--- config.mk ---
export PLATFORM = sky130hd
export DESIGN_NAME = i2c_cmd_queue_flat
export DESIGN_NICKNAME = d
export VERILOG_FILES = /design/src/rtl/i2c_cmd_queue_if.sv /design/src/rtl/i2c_cmd_queue.sv /design/src/flat_wrapper.sv
export SDC_FILE = /design/constraint.sdc
export NUM_CORES = 1
export LEC_CHECK = 0
export BUFFER_PORTS_ARGS = -buffer_cell sky130_fd_sc_hd__buf_4
export CAP_MARGIN = 20
export CORE_MARGIN = 1.5
export CORE_UTILIZATION = 45
export DETAILED_ROUTE_END_ITERATION = 6
export PLACE_DENSITY = 0.67
export SLEW_MARGIN = 15
export SYNTH_ARGS = -nofsm -noshare
export SYNTH_HDL_FRONTEND = slang
export SYNTH_SLANG_ARGS = --single-unit
--- constraint.sdc ---
create_clock -name CLK -period 9.7 [get_ports CLK]
set_input_delay 1.94 -clock CLK [delete_from_list [all_inputs] [get_ports CLK]]
set_output_delay 1.94 -clock CLK [all_outputs]
set_load 0.1 [all_outputs]
--- src/rtl/i2c_cmd_queue_if.sv ---
// Bus between the slow-control register file, the command queue and the I2C master core.
// Optional statistics ports exist only when I2C_CMD_QUEUE_STATS_EN is defined.
interface i2c_cmd_queue_if #(
    parameter int MAX_TX = 7,
    parameter int MAX_RX = 31,
    parameter int DEPTH  = 4
);
    localparam int TXW = $clog2(MAX_TX + 1);
    localparam int RXW = $clog2(MAX_RX + 1);
    localparam int LW  = $clog2(DEPTH + 1);

    // Push side (register file)
    logic                    WR_EN;
    logic [6:0]              SL_ADDR;
    logic [8*MAX_TX-1:0]     TX_DATA;
    logic [TXW-1:0]          NUM_TX;
    logic [RXW-1:0]          NUM_RX;
    logic                    REP_START_IN;
    logic                    FLUSH;
    logic                    ERR_CLR;
    logic                    WR_FULL;
    logic [LW-1:0]           LEVEL;
    logic                    ERR_OVF;
    logic                    ERR_LEN;

    // Pop side (I2C master core)
    logic                    CMD_VALID;
    logic                    CMD_READY;
    logic [8*(MAX_TX+2)-1:0] DATA_FROM_CORE;
    logic [TXW-1:0]          NUM_BYTES_TO_TRANSM_OUT;
    logic [RXW-1:0]          NUM_BYTES_TO_REC_OUT;
    logic                    REP_START_OUT;
    logic                    RW;

`ifdef I2C_CMD_QUEUE_STATS_EN
    logic [15:0]             TX_CMD_CNT;
    logic [7:0]              DROP_CNT;
`endif

    modport master (
        output WR_EN, SL_ADDR, TX_DATA, NUM_TX, NUM_RX, REP_START_IN, FLUSH, ERR_CLR, CMD_READY,
        input  WR_FULL, LEVEL, ERR_OVF, ERR_LEN, CMD_VALID, DATA_FROM_CORE,
               NUM_BYTES_TO_TRANSM_OUT, NUM_BYTES_TO_REC_OUT, REP_START_OUT, RW
`ifdef I2C_CMD_QUEUE_STATS_EN
        , input TX_CMD_CNT, DROP_CNT
`endif
    );

    modport slave (
        input  WR_EN, SL_ADDR, TX_DATA, NUM_TX, NUM_RX, REP_START_IN, FLUSH, ERR_CLR, CMD_READY,
        output WR_FULL, LEVEL, ERR_OVF, ERR_LEN, CMD_VALID, DATA_FROM_CORE,
               NUM_BYTES_TO_TRANSM_OUT, NUM_BYTES_TO_REC_OUT, REP_START_OUT, RW
`ifdef I2C_CMD_QUEUE_STATS_EN
        , output TX_CMD_CNT, DROP_CNT
`endif
    );
endinterface

--- src/rtl/i2c_cmd_queue.sv ---
// DEPTH-entry FIFO of complete I2C commands with first-word fall-through head formatting.
// Define I2C_CMD_QUEUE_STATS_EN to add the TX_CMD_CNT / DROP_CNT statistics counters.
module i2c_cmd_queue #(
    parameter int MAX_TX = 7,
    parameter int MAX_RX = 31,
    parameter int DEPTH  = 4
) (
    input  logic              CLK,
    input  logic              RST_N,
    i2c_cmd_queue_if.slave    bus
);
    localparam int TXW = $clog2(MAX_TX + 1);
    localparam int RXW = $clog2(MAX_RX + 1);
    localparam int LW  = $clog2(DEPTH + 1);
    localparam int PW  = $clog2(DEPTH);
    localparam int IW  = 8 * (MAX_TX + 2);

    typedef struct packed {
        logic [6:0]          addr;
        logic [8*MAX_TX-1:0] data;
        logic [TXW-1:0]      num_tx;
        logic [RXW-1:0]      num_rx;
        logic                rep_start;
    } cmd_t;

    cmd_t          slot_q [DEPTH];
    cmd_t          new_cmd;
    cmd_t          head;
    logic [PW-1:0] wr_ptr_q, wr_ptr_d;
    logic [PW-1:0] rd_ptr_q, rd_ptr_d;
    logic [LW-1:0] level_q, level_d;
    logic          err_ovf_q, err_ovf_d;
    logic          err_len_q, err_len_d;
    logic          full, valid, len_bad, push_req, push, pop, ovf_set, len_set, rw;
    logic [IW-1:0] image;

    // NOTE: every signal written here gets its default first, so no path leaves it
    // holding a previous value and no latch is inferred.
    always_comb begin
        full     = (int'(level_q) == DEPTH);
        valid    = (level_q != '0);
        len_bad  = (int'(bus.NUM_TX) > MAX_TX) || (int'(bus.NUM_RX) > MAX_RX);
        push_req = bus.WR_EN && !bus.FLUSH;
        push     = push_req && !full && !len_bad;
        pop      = valid && bus.CMD_READY && !bus.FLUSH;
        // Overflow is judged on the pre-edge level, so a same-cycle pop cannot rescue a push.
        ovf_set  = push_req && full;
        len_set  = push_req && len_bad;

        wr_ptr_d = wr_ptr_q;
        rd_ptr_d = rd_ptr_q;
        level_d  = level_q;
        if (bus.FLUSH) begin
            wr_ptr_d = '0;
            rd_ptr_d = '0;
            level_d  = '0;
        end else begin
            if (push) wr_ptr_d = wr_ptr_q + 1'b1;
            if (pop)  rd_ptr_d = rd_ptr_q + 1'b1;
            case ({push, pop})
                2'b10:   level_d = level_q + 1'b1;
                2'b01:   level_d = level_q - 1'b1;
                default: level_d = level_q;
            endcase
        end

        err_ovf_d = ovf_set || (err_ovf_q && !bus.ERR_CLR);
        err_len_d = len_set || (err_len_q && !bus.ERR_CLR);

        new_cmd.addr      = bus.SL_ADDR;
        new_cmd.data      = bus.TX_DATA;
        new_cmd.num_tx    = bus.NUM_TX;
        new_cmd.num_rx    = bus.NUM_RX;
        new_cmd.rep_start = bus.REP_START_IN;
    end

    // NOTE: sequential state uses non-blocking assignments so every flop samples
    // pre-edge values regardless of block ordering.
    always_ff @(posedge CLK or negedge RST_N) begin
        if (!RST_N) begin
            wr_ptr_q  <= '0;
            rd_ptr_q  <= '0;
            level_q   <= '0;
            err_ovf_q <= 1'b0;
            err_len_q <= 1'b0;
        end else begin
            wr_ptr_q  <= wr_ptr_d;
            rd_ptr_q  <= rd_ptr_d;
            level_q   <= level_d;
            err_ovf_q <= err_ovf_d;
            err_len_q <= err_len_d;
        end
    end

    // NOTE: command storage is deliberately not reset; an empty queue masks it at the outputs.
    always_ff @(posedge CLK) begin
        if (push) slot_q[wr_ptr_q] <= new_cmd;
    end

    // Serialiser image: address byte, payload, then the optional repeated-start address byte.
    always_comb begin
        head  = valid ? slot_q[rd_ptr_q] : '0;
        rw    = |head.num_rx;
        image = '0;
        image[7:0] = {head.addr, rw & ~head.rep_start};
        for (int i = 0; i < MAX_TX; i++) begin
            if (i < int'(head.num_tx)) image[8*(i+1) +: 8] = head.data[8*i +: 8];
        end
        if (head.rep_start) begin
            for (int j = 1; j <= MAX_TX + 1; j++) begin
                if (j == int'(head.num_tx) + 1) image[8*j +: 8] = {head.addr, rw};
            end
        end
    end

    assign bus.WR_FULL                 = full;
    assign bus.LEVEL                   = level_q;
    assign bus.CMD_VALID               = valid;
    assign bus.DATA_FROM_CORE          = image;
    assign bus.NUM_BYTES_TO_TRANSM_OUT = head.num_tx;
    assign bus.NUM_BYTES_TO_REC_OUT    = head.num_rx;
    assign bus.REP_START_OUT           = head.rep_start;
    assign bus.RW                      = rw;
    assign bus.ERR_OVF                 = err_ovf_q;
    assign bus.ERR_LEN                 = err_len_q;

`ifdef I2C_CMD_QUEUE_STATS_EN
    logic [15:0] tx_cnt_q, tx_cnt_d;
    logic [7:0]  drop_cnt_q, drop_cnt_d;

    // A clear and a same-cycle event leave the counter at the count of that one event.
    always_comb begin
        tx_cnt_d   = bus.ERR_CLR ? '0 : tx_cnt_q;
        drop_cnt_d = bus.ERR_CLR ? '0 : drop_cnt_q;
        if (pop) tx_cnt_d = tx_cnt_d + 16'd1;
        if ((ovf_set || len_set) && drop_cnt_d != 8'hFF) drop_cnt_d = drop_cnt_d + 8'd1;
    end

    always_ff @(posedge CLK or negedge RST_N) begin
        if (!RST_N) begin
            tx_cnt_q   <= '0;
            drop_cnt_q <= '0;
        end else begin
            tx_cnt_q   <= tx_cnt_d;
            drop_cnt_q <= drop_cnt_d;
        end
    end

    assign bus.TX_CMD_CNT = tx_cnt_q;
    assign bus.DROP_CNT   = drop_cnt_q;
`endif
endmodule

--- src/flat_wrapper.sv ---
// flat-port wrapper written by rule: the top's interface ports become plain ports
module i2c_cmd_queue_flat 
#(
    parameter int MAX_TX = 7,
    parameter int MAX_RX = 31,
    parameter int DEPTH  = 4
)
  (CLK, RST_N, bus_WR_EN, bus_SL_ADDR, bus_TX_DATA, bus_NUM_TX, bus_NUM_RX, bus_REP_START_IN, bus_FLUSH, bus_ERR_CLR, bus_CMD_READY, bus_WR_FULL, bus_LEVEL, bus_ERR_OVF, bus_ERR_LEN, bus_CMD_VALID, bus_DATA_FROM_CORE, bus_NUM_BYTES_TO_TRANSM_OUT, bus_NUM_BYTES_TO_REC_OUT, bus_REP_START_OUT, bus_RW);
  i2c_cmd_queue_if #(.MAX_TX(MAX_TX), .MAX_RX(MAX_RX), .DEPTH(DEPTH)) bus_i ();
  input  logic CLK;
  input  logic RST_N;
  input wire logic [$bits(bus_i.WR_EN)-1:0] bus_WR_EN;
  input wire logic [$bits(bus_i.SL_ADDR)-1:0] bus_SL_ADDR;
  input wire logic [$bits(bus_i.TX_DATA)-1:0] bus_TX_DATA;
  input wire logic [$bits(bus_i.NUM_TX)-1:0] bus_NUM_TX;
  input wire logic [$bits(bus_i.NUM_RX)-1:0] bus_NUM_RX;
  input wire logic [$bits(bus_i.REP_START_IN)-1:0] bus_REP_START_IN;
  input wire logic [$bits(bus_i.FLUSH)-1:0] bus_FLUSH;
  input wire logic [$bits(bus_i.ERR_CLR)-1:0] bus_ERR_CLR;
  input wire logic [$bits(bus_i.CMD_READY)-1:0] bus_CMD_READY;
  output wire logic [$bits(bus_i.WR_FULL)-1:0] bus_WR_FULL;
  output wire logic [$bits(bus_i.LEVEL)-1:0] bus_LEVEL;
  output wire logic [$bits(bus_i.ERR_OVF)-1:0] bus_ERR_OVF;
  output wire logic [$bits(bus_i.ERR_LEN)-1:0] bus_ERR_LEN;
  output wire logic [$bits(bus_i.CMD_VALID)-1:0] bus_CMD_VALID;
  output wire logic [$bits(bus_i.DATA_FROM_CORE)-1:0] bus_DATA_FROM_CORE;
  output wire logic [$bits(bus_i.NUM_BYTES_TO_TRANSM_OUT)-1:0] bus_NUM_BYTES_TO_TRANSM_OUT;
  output wire logic [$bits(bus_i.NUM_BYTES_TO_REC_OUT)-1:0] bus_NUM_BYTES_TO_REC_OUT;
  output wire logic [$bits(bus_i.REP_START_OUT)-1:0] bus_REP_START_OUT;
  output wire logic [$bits(bus_i.RW)-1:0] bus_RW;
  assign bus_i.WR_EN = bus_WR_EN;
  assign bus_i.SL_ADDR = bus_SL_ADDR;
  assign bus_i.TX_DATA = bus_TX_DATA;
  assign bus_i.NUM_TX = bus_NUM_TX;
  assign bus_i.NUM_RX = bus_NUM_RX;
  assign bus_i.REP_START_IN = bus_REP_START_IN;
  assign bus_i.FLUSH = bus_FLUSH;
  assign bus_i.ERR_CLR = bus_ERR_CLR;
  assign bus_i.CMD_READY = bus_CMD_READY;
  assign bus_WR_FULL = bus_i.WR_FULL;
  assign bus_LEVEL = bus_i.LEVEL;
  assign bus_ERR_OVF = bus_i.ERR_OVF;
  assign bus_ERR_LEN = bus_i.ERR_LEN;
  assign bus_CMD_VALID = bus_i.CMD_VALID;
  assign bus_DATA_FROM_CORE = bus_i.DATA_FROM_CORE;
  assign bus_NUM_BYTES_TO_TRANSM_OUT = bus_i.NUM_BYTES_TO_TRANSM_OUT;
  assign bus_NUM_BYTES_TO_REC_OUT = bus_i.NUM_BYTES_TO_REC_OUT;
  assign bus_REP_START_OUT = bus_i.REP_START_OUT;
  assign bus_RW = bus_i.RW;
  i2c_cmd_queue #(.MAX_TX(MAX_TX), .MAX_RX(MAX_RX), .DEPTH(DEPTH)) u_core (.CLK(CLK), .RST_N(RST_N), .bus(bus_i));
endmodule
Word-level counts from Yosys, hierarchy flattened
Memories as Yosys holds them, arrays and structs flattened. Index checks and enable logic that the tools add are counted.

$add $sub $neg: 5. Order comparisons: 7. Equal/unequal tests: 11. Muxes and demuxes: 25. Bitwise gates (word level): 2. Reductions and logical operators: 16.

Operators with widths (number): $eq 4x32->1 const A (4); $mux 8 (15); $mux 72 (1); $eq 3x32->1 const A (2); $mux 64 (1); $eq 2x32->1 const A (1); $eq 5x32->1 const A (1); $lt 3x3->1 const A (3); $mux 2 (4); $logic_and 1x1->1 (7); $lt 1x3->1 const A (2); $lt 2x3->1 const A (2); $pmux 3 s2 (1); $reduce_bool 3->1 (2); $reduce_or 5->1 (1); $add 2x1->2 const B (2); $add 3x1->4 const B (1); $reduce_bool 2->1 (2); $add 3x1->3 const B (1); $eq 3x3->1 const B (1); $logic_not 1->1 (3); $mux 3 (1); $sub 3x1->3 const B (1); $eq 2x1->1 const B (1); other kinds (5) (6).

Flip-flop bits (word level): 9. RAM bits: 288. Input bits: 78. Output and inout port bits: 89. Word-level logic and storage cells: 72. Memories: 1.

Memories: u_core.slot_q (words 4, bits a word 72, read ports 1, clocked after Yosys merged registers in 0, wr ports 1, RTL line i2c_cmd_queue.sv:26) `cmd_t slot_q [DEPTH];`.

Longest topological paths before layout
Gate-level depths: netlist (run 1).

Word-level depth: 6. Depth in mapped cells: 9.

Least setup slack after synthesis (run 1)
No wires, ideal clock.

Path kind: reg2out. From: reg u_core.level_q[0], in the netlist u_core.bus.LEVEL[0]. To: out bus_DATA_FROM_CORE[48]. Arrival: 4531 ps. Data required time: 7760 ps. Setup slack: 3229 ps. Cell stages (with the launch flop): 7. Path buffers: 1. Cell sequence: dfrtp_1 nor3_1 inv_1 and2_1 buf_2 nand3_1 o21ai_0.

Elaborated cells between the ends (all ways): 9. Classes of those cells: add/sub: 1; order compare: 1; eq/ne: 1; mux: 4; reduce/logical: 2.

RTL lines: from (decl) (RTL line i2c_cmd_queue.sv:31) `logic [LW-1:0] level_q, level_d;`; from (signal assigned) (RTL line i2c_cmd_queue.sv:89) `level_q <= level_d;`; $reduce_bool 3->1 (RTL line i2c_cmd_queue.sv:41) `valid = (level_q != '0);`; $mux 72 (RTL line i2c_cmd_queue.sv:102) `head = valid ? slot_q[rd_ptr_q] : '0;`; via bus_REP_START_OUT (RTL line flat_wrapper.sv:29) `output wire logic [$bits(bus_i.REP_START_OUT)-1:0] bus_REP_START_OUT;`; $mux 64 (RTL line i2c_cmd_queue.sv:109) `if (head.rep_start) begin`; to (decl) (RTL line flat_wrapper.sv:26) `output wire logic [$bits(bus_i.DATA_FROM_CORE)-1:0] bus_DATA_FROM_CORE;`.

The timed path passes the listed nets, and every way through them passes these cells.

Worst setup path in the final report (run 1)
From: reg u_core.rd_ptr_q[0]. To: out bus_DATA_FROM_CORE[56].

Cells in the longest elaborated chain, start to end: 6. Elaborated cells between the ends (all ways): 9. Classes of those cells: add/sub: 1; order compare: 1; eq/ne: 1; mux: 4; reduce/logical: 1; memory: 1.

Ends and longest elaborated chain: from (decl) (RTL line i2c_cmd_queue.sv:30) `logic [PW-1:0] rd_ptr_q, rd_ptr_d;`; from (signal assigned) (RTL line i2c_cmd_queue.sv:88) `rd_ptr_q <= rd_ptr_d;`; $mem_v2 4x72 (*); $mux 72 (*) (RTL line i2c_cmd_queue.sv:102); $add 3x1->4 / $lt 3x3->1 (equally long branches) (RTL line i2c_cmd_queue.sv:111, i2c_cmd_queue.sv:107); $eq 4x32->1 / $mux 8 (equally long branches) (RTL line i2c_cmd_queue.sv:111, i2c_cmd_queue.sv:107); $mux 8 (RTL line i2c_cmd_queue.sv:111) `if (j == int'(head.num_tx) + 1) image[8*j +: 8] = {head.addr, rw};`; $mux 64 (*) (RTL line i2c_cmd_queue.sv:109).

Mark *: on every way between the ends. The rest lies on a longest branch, timed or not.

==> flow_summary.json, run 1 <==
{
  "switching_share_pct": 44.91,
  "synth_cells": 616,
  "startpoint_type": "register",
  "clock-root-buffer": "clkbuf_16",
  "p_sw_w": 0.002214,
  "postLayoutCoreUtil_pct": 55.88,
  "ctsHoldBuffers": 0,
  "hold_violations": 0,
  "post_cts_resized": 0,
  "io_buffers": 166,
  "ios": 167,
  "worst-path-buf-inv": 2,
  "yosys-top-cells-area": "edfxtp_1, mux4_2, o22ai_1, dfrtp_1, inv_1",
  "clockBufferDepth": 3,
  "grt_setup_unrepaired": "false",
  "synth_edf_count": 288,
  "synth-xor-area-share_pct": 0.4118,
  "outcome": "finished clean",
  "place.gp.congestion": 0.8429,
  "seq_power_share_pct": 32.1,
  "grt_usage_pct": 20.22,
  "fin_area_sq_mm": 0.01452,
  "num_vias": 6377,
  "synthMuxAreaShare_pct": 14.28,
  "area_growth_pct": 22.53,
  "dieArea_sq_mm": 0.02732,
  "slowest_stage": "dfrtp_4",
  "layout-drive-gt1-share_pct": 37.06,
  "drt-initial-drc-count": 637,
  "cts_tree": "built",
  "fin_nets": 876,
  "drcViolationCount": 0,
  "cap_violations": 0,
  "dp_slack_ns": 3.822,
  "crit_family": "flip-flops",
  "avgViaCountPerCell": 5.545,
  "power.share.combinational_pct": 44.8,
  "hold_path_depth": 1,
  "relSlewSlack_pct": 35.73,
  "clk_pin_slew_ns": 0.06,
  "synth_top_area_share_pct": 72.98,
  "synth-compound-area-share_pct": 3.474,
  "clock_latency_ns": 0.54,
  "pwr-share-clk_pct": 23.1,
  "r2r_end": "u_core.bus.LEVEL[2]",
  "synth.cell_area_sq_mm": 0.01185,
  "cts_setup_buffers": 0,
  "rr_worst_depth": 8,
  "end_kind": "output port",
  "dpl-instance-area_sq_mm": 0.01354,
  "yosysSeqAreaShare_pct": 74.88,
  "cts_sinks": 297,
  "crit_fanout": 44,
  "hold_class": "register to register",
  "cp_slowest_stage_delay_ns": 1.04,
  "power_density_mw_per_mm2": 339.5,
  "holdPathEnd": "u_core.bus.ERR_LEN",
  "grt_max_degree": 50,
  "setup_tns_ns": 0,
  "setup_ws_ns": 3.346,
  "synth_fp_nets": 699,
  "min-delay-start": "u_core.bus.ERR_LEN",
  "fin_crit_ns": 6.354,
  "worstPathArrival_ns": 4.41,
  "die_h_microns": 165.3,
  "dr.pass1.iters": 5,
  "crit_chain": "buf_4, mux4_2, nand3_1, or3b_1, o22ai_1, buf_4",
  "worst_path_most_repeated_cell": "buf_4",
  "synthMostInstantiatedCell": "edfxtp_1",
  "postRouteWirelength_microns": 27180,
  "setup_violations": 0,
  "synthAdderAreaFrac_pct": 0.5913,
  "worstMarginPinSlew_ns": 0.9634,
  "synthTopCellsByCount": "edfxtp_1, mux4_2, inv_1",
  "core.rowCount": 59,
  "grt_antenna_before_repair": 0,
  "layout_worst_path_cycle_share_pct": 65.51,
  "maxSlewViolCount": 0,
  "synth-seq-cells": 297,
  "core_region_area_sq_mm": 0.02598,
  "fmax_mhz": 157.4,
  "avgRoutedWirePerCell_microns": 23.64,
  "die_width_microns": 165.3,
  "synth-async-reset-ratio_pct": 3.030,
  "p_leak_nw": 5.122,
  "diodes": 0,
  "dp_hpwl_microns": 17630,
  "final_antenna_net_count": 0,
  "h-tree-depth": 1,
  "r2r_start": "u_core.bus.LEVEL[2]",
  "peakVddDrop_v": 0.0003814,
  "critical_path_class": "register to output port",
  "r2r_slack_ns": 7.32,
  "synth_warnings": 0,
  "p_int_w": 0.002715,
  "synth_area_per_cell_sq_um": 19.24,
  "finalClockSkew_ns": 0.01437,
  "yosys.area_share.simple_pct": 3.558,
  "floorplan.initialDensity_pct": 45.60,
  "yosysUniqueCellTypes": 42,
  "grt_pass1_vias": 6477,
  "required_ns": 7.76,
  "overflow": 0,
  "synth_top_family_by_area": "multiplexers",
  "cts_buffers": 29,
  "grt_first_pass_wirelength_microns": 39690,
  "synth_ff_type": "edfxtp_1",
  "yosysTopAreaCell": "edfxtp_1"
}
placed cells by master (no fill, tap or decap), types with 2 or more instances in the layout:
master / synthesis / final
clkinvlp_4: 0 / 4
dfrtp_4: 0 / 2
o21ai_0: 13 / 13
clkbuf_1: 10 / 3
o31ai_1: 3 / 3
nand3_1: 6 / 6
nand2_1: 32 / 32
mux4_2: 72 / 72
edfxtp_1: 288 / 288
dfrtp_1: 9 / 7
buf_16: 0 / 4
inv_1: 55 / 55
o22ai_1: 38 / 38
o21ai_4: 2 / 2
clkinv_2: 0 / 5
buf_4: 2 / 168
o21ai_1: 3 / 3
mux2i_1: 7 / 7
and3_4: 0 / 4
nor2b_1: 5 / 5
clkbuf_16: 0 / 29
nor2_1: 17 / 17
xnor2_1: 2 / 2
nor3_1: 3 / 3
clkinv_4: 0 / 2
clkinv_1: 0 / 5
bufinv_16: 0 / 5
ha_1: 4 / 4
and2_1: 9 / 9
flip-flops by register name, summed over array words and instances (netlist names):
signal              count
u_core.rd_ptr_q         2
u_core.wr_ptr_q         2
u_core.bus.ERR_OVF      1
u_core.bus.LEVEL        3
u_core.slot_q         288
u_core.bus.ERR_LEN      1
final cells by class:
| type | count | area, sq um |
|---|---|---|
| flip-flops and latches | 297 | 8881 |
| well taps | 335 | 419.2 |
| clock buffers | 32 | 737.0 |
| clock inverters | 21 | 241.5 |
| inverters | 55 | 206.4 |
| multi-input cells | 238 | 2664 |
| repair buffers | 172 | 1371 |
| fillers | 2009 | 11460 |
worst max path at each step:
stage	start	endpoint	slack, ns	depth (start not counted)
after CTS	u_core.rd_ptr_q[0]	bus_DATA_FROM_CORE[63]	3.22	6
after global placement	u_core.rd_ptr_q[0]	bus_DATA_FROM_CORE[56]	3.89	6
after floorplan	u_core.bus.LEVEL[0]	bus_DATA_FROM_CORE[48]	3.23	6
after global routing	u_core.rd_ptr_q[0]	bus_DATA_FROM_CORE[48]	3.00	6
after detailed placement	u_core.rd_ptr_q[0]	bus_DATA_FROM_CORE[63]	3.82	6
final	u_core.rd_ptr_q[0]	bus_DATA_FROM_CORE[56]	3.35	6
logic make-up (layout without fill, tap and decap cells):
family	count (synthesis)	after routing
xor gates and xnor gates	4	4
and+or+nand+nor	86	86
buffers and inverters	81	280
adders and majority gates	5	5
DFF	297	297
muxes	79	79
AOI/OAI and AO/OA	64	64
routing by layer:
metal / track usage [%] / up-vias / part of all wire (%)
li1: - / 2805 / -
met4: 6.593 / 0 / 2.3
met5: 0 / - / 0
met1: 27.93 / 3276 / 41
met3: 3.796 / 35 / 7.9
met2: 32.64 / 261 / 49
per-stage QoR:
stage	power [W]	std cells	hold WS [ns]
6_report	0.004929	1150	0.5117
5_1_grt	0.005096	1150	0.5575
4_1_cts	0.004964	1150	0.5247
3_5_place_dp	0.003829	1097	0.5040
3_3_place_gp	0.003801	1093	0.4880
2_1_floorplan	0.003317	616	0.5774
power groups by stage:
stage	clock, W	combinational, W	sequential (W)
3_3_place_gp	0	0.00219	0.00161
3_5_place_dp	0	0.00222	0.00161
2_1_floorplan	0	0.00172	0.00159
6_report	0.00114	0.00221	0.00158
4_1_cts	0.00116	0.00222	0.00159
5_1_grt	0.00121	0.00229	0.00160
Note: power is estimated with default switching activity, not from simulation.
==> run 2, diff against run 1 <==
--- a/config.mk
+++ b/config.mk
@@ -5,6 +5,7 @@
 export SDC_FILE = /design/constraint.sdc
 export NUM_CORES = 1
 export LEC_CHECK = 0
+export ABC_AREA = 1
 export BUFFER_PORTS_ARGS = -buffer_cell sky130_fd_sc_hd__buf_4
 export CAP_MARGIN = 20
 export CORE_MARGIN = 1.5
==> constraint.sdc (replaced) <==
create_clock -name CLK -period 6.3 [get_ports CLK]
set_input_delay 1.26 -clock CLK [delete_from_list [all_inputs] [get_ports CLK]]
set_output_delay 1.26 -clock CLK [all_outputs]
set_load 0.1 [all_outputs]
==> flow_summary.json, run 2 <==
{
  "outcome": "finished clean",
  "clk_pin_slew_ns": 0.06,
  "drt-initial-drc-count": 974,
  "r2r_end": "u_core.slot_q[3][43]",
  "io_buffers": 166,
  "total_power_w": 0.007801,
  "fmax_mhz": 190.3,
  "synth_ff_type": "edfxtp_1",
  "crit_chain": "buf_4, nand2_1, nand3_1, nand2_2, nor2_4, nand2_1, o21ai_0, buf_4",
  "h-tree-depth": 1,
  "synth.cell_area_sq_mm": 0.01240,
  "final-seq-area_sq_mm": 0.008879,
  "min-delay-start": "u_core.bus.ERR_LEN",
  "avgViaCountPerCell": 5.483,
  "synthMostInstantiatedCell": "edfxtp_1",
  "final_antenna_net_count": 0,
  "relSlewSlack_pct": 32.23,
  "p_leak_nw": 5.508,
  "yosysTopAreaCell": "edfxtp_1",
  "power_density_mw_per_mm2": 527.5,
  "yosys-top-cells-area": "edfxtp_1, o21ai_0, nand2_1, nor2_1, o22ai_1",
  "grt_pass1_vias": 8043,
  "layout_worst_path_cycle_share_pct": 83.42,
  "hold_path_depth": 2,
  "fill_cells": 2279,
  "largest_register_ffs": 288,
  "dp.cells": 1491,
  "grt_usage_pct": 21.97,
  "most-common-layout-cells": "edfxtp_1, buf_4, nand2_1, nor2_1, o21ai_0",
  "floorplan.initialDensity_pct": 45.88,
  "multiInputGateArea_sq_mm": 0.003033,
  "place.gp.congestion": 0.8249,
  "area_growth_pct": 19.26,
  "yosysUniqueCellTypes": 36,
  "synth_area_per_cell_sq_um": 12.11,
  "core_region_area_sq_mm": 0.02703,
  "top_register": "u_core.slot_q",
  "fin_nets": 1265,
  "crit_fanout": 66,
  "clockBufferDepth": 3,
  "cts_tree": "built",
  "dp_hpwl_microns": 19590,
  "cp_slowest_stage_delay_ns": 0.78,
  "die_h_microns": 169.0,
  "holdPathEnd": "u_core.bus.ERR_LEN",
  "setup_tns_ns": 0,
  "avgRoutedWirePerCell_microns": 20.30,
  "finalClockSkew_ns": 0.007137,
  "grt_antenna_before_repair": 0,
  "final_common_cell": "edfxtp_1",
  "diodes": 0,
  "clock-root-buffer": "clkbuf_16",
  "worstPathArrival_ns": 4.00,
  "grt_first_pass_wirelength_microns": 47220,
  "startpoint_type": "register",
  "postRouteWirelength_microns": 31350,
  "end_kind": "output port",
  "fin_cells": 1544,
  "setup_violations": 0,
  "dieArea_sq_mm": 0.02856,
  "grt_max_degree": 88,
  "synth-async-reset-ratio_pct": 3.030,
  "synth_warnings": 0,
  "cts_buffers": 30,
  "cts_setup_buffers": 0,
  "peakVddDrop_v": 0.0006957,
  "hold_class": "register to register",
  "dp_slack_ns": 1.655,
  "core.rowCount": 60,
  "drcViolationCount": 0,
  "cts_sinks": 297,
  "cap_violations": 0,
  "fin_crit_ns": 5.256,
  "slowest_stage": "dfrtp_4",
  "synth-seq-cells": 297,
  "ios": 167,
  "hold_violations": 0,
  "synth_cells": 1024,
  "synth_edf_count": 288,
  "worstSetupStartpoint": "u_core.rd_ptr_q[0]",
  "synthTopCellsByCount": "edfxtp_1, nand2_1, nor2_1",
  "dr.pass1.iters": 5,
  "worstMarginPinSlew_ns": 1.014,
  "setup_ws_ns": 1.044,
  "yosysSeqAreaShare_pct": 71.56,
  "synth_fp_nets": 1107,
  "maxSlewViolCount": 0,
  "overflow": 0,
  "clock_latency_ns": 0.55,
  "r2r_start": "u_core.bus.LEVEL[0]",
  "layout-drive-gt1-share_pct": 22.19,
  "synth_top_area_share_pct": 69.75,
  "post_cts_resized": 0,
  "r2r_slack_ns": 3.38,
  "rr_worst_depth": 5,
  "whs_ns": 0.4956,
  "critical_path_class": "register to output port",
  "required_ns": 5.04,
  "num_vias": 8465,
  "ctsHoldBuffers": 0,
  "grt_setup_unrepaired": "false",
  "die_width_microns": 169.0
}
-- run 2: area by class of cell --
cell class	instances	area share, %
clock buffers	36	5.229
clock inverters	17	0.8123
inverters	52	1.337
multi-input cells	620	20.51
flip-flops and latches	297	60.04
well taps	341	2.885
repair buffers	181	9.189
-- run 2: power breakdown --
group / internal [W] / switching, W / leakage (nW)
clock network: 0.000910 / 0.000701 / 0.429
registers: 0.00230 / 0.0000636 / 2.73
logic: 0.000689 / 0.00313 / 2.35
-- run 2: critical path, delay by kind of cell, from the launching register on --
family,cells,cell delay (ns)
and+or+nand+nor,5,1.18
AOI/OAI and AO/OA,1,0.45
buffers and inverters,2,1.01
DFF,1,0.78
-- run 2: worst max-delay path by stage --
| stage | end |
|---|---|
| after floorplan | bus_DATA_FROM_CORE[21] |
| after global placement | bus_DATA_FROM_CORE[63] |
| after detailed placement | bus_DATA_FROM_CORE[63] |
| after CTS | bus_DATA_FROM_CORE[63] |
| after global routing | bus_DATA_FROM_CORE[21] |
| final | bus_DATA_FROM_CORE[21] |
-- run 2: routing by layer --
| metal | wire [microns] | GRT usage [%] | vias up |
|---|---|---|---|
| met5 | 0 | 0 | - |
| met4 | 1167 | 8.734 | 0 |
| met3 | 2762 | 4.536 | 69 |
| met2 | 14440 | 34.73 | 354 |
| met1 | 12980 | 29.98 | 4084 |
| li1 | - | - | 3958 |
-- run 2: cell families (layout without fill, tap and decap cells) --
logic type               after synthesis  in the layout  share of synthesized area, %
flip-flops                           297            297                         71.56
AO/OA/AOI/OAI                        235            235                         10.36
adder cells (fa/ha/maj)                5              5                        0.5651
XOR/XNOR                               2              2                        0.1413
buffers and inverters                107            286                         4.218
AND/OR/NAND/NOR                      378            378                         13.15
-- run 2: through the flow --
| stage | instance area (sq um) | util [%] |
|---|---|---|
| floorplan | 12400 | - |
| global route | 14790 | 54.72 |
| CTS | 14790 | 54.72 |
| finish | 14790 | 54.72 |
| detailed placement | 13890 | 51.41 |
| global placement | 13890 | 51.41 |
